===== src/rtl/pep_mmacc_splitc_feed_rot_sub.sv =====
// Rotated-minus-original coefficient feed for the split CMUX path: level-0 permutation,
// negacyclic sign, modular subtraction, then a small output FIFO with early throttle.
module pep_mmacc_splitc_feed_rot_sub #(
  parameter int unsigned HPSI_SET_ID = 0,
  parameter int unsigned FIFO_DEPTH  = 4,
  parameter int unsigned PSI         = 8,
  parameter int unsigned R           = 2,
  parameter int unsigned MOD_Q_W     = 5,
  parameter int unsigned MOD_Q       = 17,
  parameter int unsigned N           = 16,
  parameter int unsigned LWE_COEF_W  = 4,
  parameter int unsigned PERM_W      = PSI / 2,
  parameter int unsigned REQ_CMD_W   = 8
) (
  input  logic                                     clk,
  input  logic                                     s_rst_n,
  input  logic [PSI/2-1:0][R-1:0][MOD_Q_W-1:0]     in_data,
  input  logic [PSI/2-1:0][R-1:0][MOD_Q_W-1:0]     in_rot_data,
  input  logic [PERM_W-1:0]                        in_perm_select,
  input  logic [LWE_COEF_W:0]                      in_coef_rot_id0,
  input  logic [REQ_CMD_W-1:0]                     in_rcmd,
  input  logic                                     in_data_avail,
  output logic                                     in_afull,
  output logic [PSI/2-1:0][R-1:0][MOD_Q_W-1:0]     out_data,
  output logic [REQ_CMD_W-1:0]                     out_rcmd,
  output logic                                     out_valid,
  input  logic                                     out_ready
);

  localparam int unsigned HPSI   = PSI / 2;
  localparam int unsigned POS_NB = HPSI * R;
  localparam int unsigned LOG_N  = $clog2(N);
  localparam int unsigned PTR_W  = $clog2(FIFO_DEPTH);
  localparam int unsigned CNT_W  = PTR_W + 1;
  localparam int unsigned OCC_W  = CNT_W + 1;

  typedef logic [HPSI-1:0][R-1:0][MOD_Q_W-1:0] coef_t;

  coef_t               w_rot_perm;
  coef_t               w_rot_neg;
  coef_t               w_diff;
  logic [POS_NB-1:0]   w_neg_flag;
  logic                w_perm_unused;

  logic                r_s0_avail, r_s1_avail, r_s2_avail;
  coef_t               r_s0_rot, r_s0_data, r_s1_rot, r_s1_data, r_s2_diff;
  logic [POS_NB-1:0]   r_s0_neg;
  logic [REQ_CMD_W-1:0] r_s0_rcmd, r_s1_rcmd, r_s2_rcmd;

  coef_t               r_mem_data [FIFO_DEPTH];
  logic [REQ_CMD_W-1:0] r_mem_rcmd [FIFO_DEPTH];
  logic [PTR_W-1:0]    r_wr_ptr, r_rd_ptr;
  logic [CNT_W-1:0]    r_count, w_count_nxt;
  logic                r_out_valid, r_afull;
  logic                w_full, w_push, w_pop;
  logic [OCC_W-1:0]    w_occ_total;

  // Only the select bits belonging to this coefficient set are consumed.
  assign w_perm_unused = ^in_perm_select;

  // Per-position permutation, sign decision, negation and subtraction.
  for (genvar h = 0; h < HPSI; h++) begin : g_h
    localparam int unsigned B = (HPSI_SET_ID * HPSI + h) / 2;
    for (genvar r = 0; r < R; r++) begin : g_r
      localparam int unsigned P = h * R + r;
      assign w_rot_perm[h][r] = in_perm_select[B] ? in_rot_data[h ^ 1][r] : in_rot_data[h][r];
      assign w_neg_flag[P]    = 1'((in_coef_rot_id0 + (LWE_COEF_W+1)'(P)) >> LOG_N);
      assign w_rot_neg[h][r]  = (r_s0_neg[P] && (r_s0_rot[h][r] != '0))
                                ? (MOD_Q_W'(MOD_Q) - r_s0_rot[h][r]) : r_s0_rot[h][r];
      assign w_diff[h][r]     = (r_s1_rot[h][r] < r_s1_data[h][r])
                                ? (r_s1_rot[h][r] - r_s1_data[h][r] + MOD_Q_W'(MOD_Q))
                                : (r_s1_rot[h][r] - r_s1_data[h][r]);
    end
  end

  always_ff @(posedge clk) begin
    if (!s_rst_n) begin
      r_s0_avail <= 1'b0;
      r_s1_avail <= 1'b0;
      r_s2_avail <= 1'b0;
    end else begin
      r_s0_avail <= in_data_avail;
      r_s1_avail <= r_s0_avail;
      r_s2_avail <= r_s1_avail;
    end
  end

  // Pipeline payload is not reset; validity is carried by the avail chain.
  always_ff @(posedge clk) begin
    r_s0_rot  <= w_rot_perm;
    r_s0_data <= in_data;
    r_s0_neg  <= w_neg_flag;
    r_s0_rcmd <= in_rcmd;
    r_s1_rot  <= w_rot_neg;
    r_s1_data <= r_s0_data;
    r_s1_rcmd <= r_s0_rcmd;
    r_s2_diff <= w_diff;
    r_s2_rcmd <= r_s1_rcmd;
  end

  assign w_full = (r_count == CNT_W'(FIFO_DEPTH));
  assign w_pop  = r_out_valid && out_ready;
  assign w_push = r_s2_avail && (!w_full || w_pop);

  always_comb begin
    w_count_nxt = r_count;
    if (w_push && !w_pop)      w_count_nxt = r_count + CNT_W'(1);
    else if (!w_push && w_pop) w_count_nxt = r_count - CNT_W'(1);
  end

  // Throttle counts beats still in the pipeline so they always find room.
  assign w_occ_total = OCC_W'(r_count) + OCC_W'(r_s0_avail) + OCC_W'(r_s1_avail)
                     + OCC_W'(r_s2_avail);

  always_ff @(posedge clk) begin
    if (!s_rst_n) begin
      r_wr_ptr    <= '0;
      r_rd_ptr    <= '0;
      r_count     <= '0;
      r_out_valid <= 1'b0;
      r_afull     <= 1'b0;
    end else begin
      if (w_push) r_wr_ptr <= r_wr_ptr + PTR_W'(1);
      if (w_pop)  r_rd_ptr <= r_rd_ptr + PTR_W'(1);
      r_count     <= w_count_nxt;
      r_out_valid <= (w_count_nxt != '0);
      r_afull     <= (w_occ_total >= OCC_W'(FIFO_DEPTH - 3));
    end
  end

  always_ff @(posedge clk) begin
    if (w_push) begin
      r_mem_data[r_wr_ptr] <= r_s2_diff;
      r_mem_rcmd[r_wr_ptr] <= r_s2_rcmd;
    end
  end

  assign out_data  = r_mem_data[r_rd_ptr];
  assign out_rcmd  = r_mem_rcmd[r_rd_ptr];
  assign out_valid = r_out_valid;
  assign in_afull  = r_afull;

  // Upstream ignored the throttle: the beat would be lost.
  a_no_overflow : assert property (@(posedge clk) disable iff (!s_rst_n)
                                   !(r_s2_avail && w_full && !w_pop))
    else $fatal(1, "pep_mmacc_splitc_feed_rot_sub: write into full output fifo");

endmodule


===== config.mk =====
export PLATFORM = sky130hd
export DESIGN_NAME = pep_mmacc_splitc_feed_rot_sub
export DESIGN_NICKNAME = d
export VERILOG_FILES = /design/src/rtl/pep_mmacc_splitc_feed_rot_sub.sv
export SDC_FILE = /design/constraint.sdc
export NUM_CORES = 1
export LEC_CHECK = 0
export ABC_CLOCK_PERIOD_IN_PS = 6550
export CAP_MARGIN = 20
export CORE_MARGIN = 3
export CORE_UTILIZATION = 40
export CTS_CLUSTER_SIZE = 30
export DETAILED_ROUTE_END_ITERATION = 8
export PLACE_DENSITY = 0.61
export SLEW_MARGIN = 30
export SYNTH_ARGS = -nofsm -noshare
export SYNTH_HDL_FRONTEND = slang
export SYNTH_SLANG_ARGS = --single-unit

===== constraint.sdc =====
create_clock -name clk -period 6.55 [get_ports clk]
set_input_delay 1.31 -clock clk [delete_from_list [all_inputs] [get_ports clk]]
set_output_delay 1.31 -clock clk [all_outputs]
set_load 0.005 [all_outputs]

==> summary.md <==
| Metric | Value |
|---|---|
| DP Area | about 0.018 mm^2 |
| Slew @ Worst Pin | 0.858 ns |
| Hold Path Origin | r_s0_data[11]$_DFF_P_ |
| Boundary pin count | 151 |
| DR WL/cell | 15.6 um |
| Final setup vio count | 0 |
| PwrDens | 361 mW/mm^2 |
| Antenna Cells | 0 |
| Worst Path Required | around 5.2 ns |
| DRC Markers | 0 |
| Minimum clock period | between 4 and 5 ns |
| Commonest non-fill, non-tap cell in the layout | dfxtp_1 |
| CP Data Arrival Time | 2.89 ns |
| Worst Skew | approximately 0.019 ns |
| Most frequent cells in the layout | dfxtp_1 (244), edfxtp_1 (192), clkdlybuf4s50_1 (148) |
| Hold slack | between 0.3 and 0.4 ns |
| Via count | a little under 8000 |
| YS warnings | 0 |
| Max_cap viols | 0 |
| Final RePlAce weighted congestion | about 0.73 |
| CP endpoint kind | output pin |
| Worst hold path class | flip-flop to flip-flop |
| Inserted Clock Buffers | 45 |
| FP Rows | between 70 and 80 |
| Layout Nets | 1345 |
| Slew Limit Fails | 0 |
| Global-route wire length before repair | roughly 43000 um |
| Root buffer cell | clkbuf_16 |
| Fmax | 0.238 GHz |
| Comb pwr share | around 14% |
| Sequential Power Share | about 49% |
| Core area | approximately 0.039 mm^2 |
| Sw Ratio | about a quarter |
| Mapped Cells | slightly below 1000 |
| Leakage | ~7.4 nW |
| Clock Path Buffers | 3 |
| Clk sink count | 438 |
| WL final | 26900 um |
| Yosys top cell by area | edfxtp_1 |
| Seq cells post-synth | approximately 440 |
| Relative slew slack | between 40% and 50% |
| Antenna violations before repair | 1 |
| TNS Setup | 0 ns |
| Run status | finished clean |
| Sequential element share of the synthesized area | roughly two thirds |
| RSZ-0062 raised after global routing | false |
| Synth unique cells | 34 |
| H-tree levels | 2 |
| Synth Area per Inst | between 15 and 20 um^2 |
| Initial DRT Pass Iterations | 4 |
| Clock slew seen by the registers of the worst setup and hold paths | ~0.060 ns |
| Startpoint Class | flip-flop |
| CP max FO | 31 |
| Post-Syn Nets | ~1200 |
| Antenna-violating nets left | 0 |
| Internal power | 5.32 mW |
| Clock Latency Late Sink | around 0.56 ns |
| Final count of hold timing violations | 0 |
| GRT Util Overall | a little over an eighth |
| Post-synth ARST share | 0% |
| Worst r2r src | r_count[1]$_SDFF_PN0_ |
| Postcts setup bufs | 0 |
| Syn-to-layout area delta | 23.0% |
| Largest net degree at the start of global routing | approximately 50 |
| Crit path cell chain | buf_4 -> mux4_2 -> clkdlybuf4s50_1 |
| Top cells by area, synth | edfxtp_1 (37%), dfxtp_1 (31%), mux4_2 (6.9%) |
| Max stage delay cell, worst path | buf_4 |
| Vias in the first global route | 8173 |
| Detailed Route Iter0 Violations | around 360 |
| Layout cells sized above 1 | between 10% and 20% |
| Top cell type's share of synthesized area | a little over a third |
| IO buf count | about 150 |
| Initial Utilization | 40.6% |
| CTS tree | done |
| Fin area | around 0.019 mm^2 |
| Synth Cell Area | about 0.016 mm^2 |
| Hpwl dp | 18200 um |
| Peak supply drop | about 180 uV |
| Switch Pwr | between 1.5 and 2 mW |
| Die width | about 200 um |
| Clock group share of total power | a little over a third |
| Final period utilization | 64.1% |
| Reg2Reg Setup Slack | around 3.7 ns |
| Die Ht | approximately 200 um |
| Post-cts sizing count | 0 |
| Die footprint | between 0.04 and 0.05 mm^2 |
| Max incr delay on CP | between 0.6 and 0.7 ns |
| EDFF count, synth | 192 |
| # fillers | 3266 |
| Ys flop type | dfxtp_1 |
| Post-DR vias/cell | between 4 and 5 |
| Kind of critical path | flip-flop to output pin |
| CTS Hold Buffers Added | 0 |
| GR Overflow Total | 0 |
[cells in the mapped netlist, types with 5 or more instances]
cell type  number
nand2_1         6
xor2_1         50
mux2i_1         8
o31ai_4         8
edfxtp_1      192
nor2_1         48
xnor2_1        34
fa_1           10
or3_1           8
dfxtp_1       246
o22ai_1         8
a21o_1          8
inv_1          88
mux2_2         56
o221ai_1        8
or2_1           8
a31oi_1        10
nor2b_1         8
and4bb_1        8
o21ai_0         5
and2_1          8
a21oi_2         8
a21oi_1        11
clkbuf_1        8
ha_1           65
mux4_2         48
[stage by stage]
stage,util [%],total power [mW],worst slack [ns],cells
6_report,50.0,7.01,2.35,1724
5_1_grt,50.0,7.35,2.11,1724
4_1_cts,50.0,7.11,2.19,1724
3_5_place_dp,46.1,4.54,2.43,1640
3_3_place_gp,46.1,4.51,2.43,1640
2_1_floorplan,-,4.10,3.14,983
[state kept, by name, summed over array words and instances, names as in the netlist, named ones only]
| register | flops |
|---|---|
| r_s2_diff | 40 |
| r_mem_data | 160 |
| r_count | 3 |
| r_s0_avail | 1 |
| r_s2_avail | 1 |
| r_mem_rcmd | 32 |
| r_s1_avail | 1 |
| r_wr_ptr | 2 |
| r_s0_neg | 8 |
| r_s0_rot | 40 |
| r_rd_ptr | 2 |
| r_s0_data | 40 |
| r_s1_rot | 40 |
| r_s1_data | 40 |
| r_s0_rcmd | 8 |
| r_s1_rcmd | 8 |
| r_s2_rcmd | 8 |
| out_valid | 1 |
| in_afull | 1 |
[final timing paths]
path                                              endpoint  cells after the start
worst min-delay path                 r_s1_data[11]$_DFF_P_                      0
worst min register to register       r_s1_data[11]$_DFF_P_                      0
worst max-delay path                          out_data[36]                      3
worst max register to register  r_mem_data[2][9]$_DFFE_PP_                      5
[per-layer routing]
metal | global-route usage [%] | routed length (um) | part of all wire [%] | vias up
met3 | 2.72 | 1070 | 4.0 | 42
met5 | 0 | 0 | 0 | -
met2 | 20.3 | 12200 | 45 | 150
li1 | - | - | - | 3888
met4 | 4.94 | 660 | 2.5 | 0
met1 | 18.5 | 13000 | 48 | 3707
[power groups by stage]
stage	sequential [mW]	clock [mW]	combinational, mW
after global routing	3.50	2.74	1.11
after CTS	3.46	2.63	1.02
final	3.46	2.55	1.00
after global placement	3.50	0	1.01
after floorplan	3.43	0	0.675
after detailed placement	3.52	0	1.01
[worst max-delay path, delay by kind of cell (launching register included)]
family   cells  cell delay, ns
buf+inv      2            1.13
mux          1            0.60
flops        1            0.59
[kinds of logic (layout without fill, tap and decap cells)]
group	Yosys count	count (layout)	share of synthesized area, %
compound gates	72	72	3.86
xor+xnor	84	84	4.66
fa+ha+maj	75	75	6.43
buf+inv	103	326	2.53
flops	438	438	67.8
mux	112	112	11.4
simple gates	99	99	3.38
[layout make-up]
type / count / area (um^2) / area share [%]
timing repair buffer: 154 / 1530 / 7.87
tap: 518 / 648 / 3.34
clock inverter: 22 / 256 / 1.32
multi-input combinational: 442 / 4690 / 24.2
inverter: 88 / 330 / 1.70
sequential: 438 / 10700 / 55.1
clock buffer: 62 / 1260 / 6.49
No activity file was read; power rests on OpenSTA's default activity.
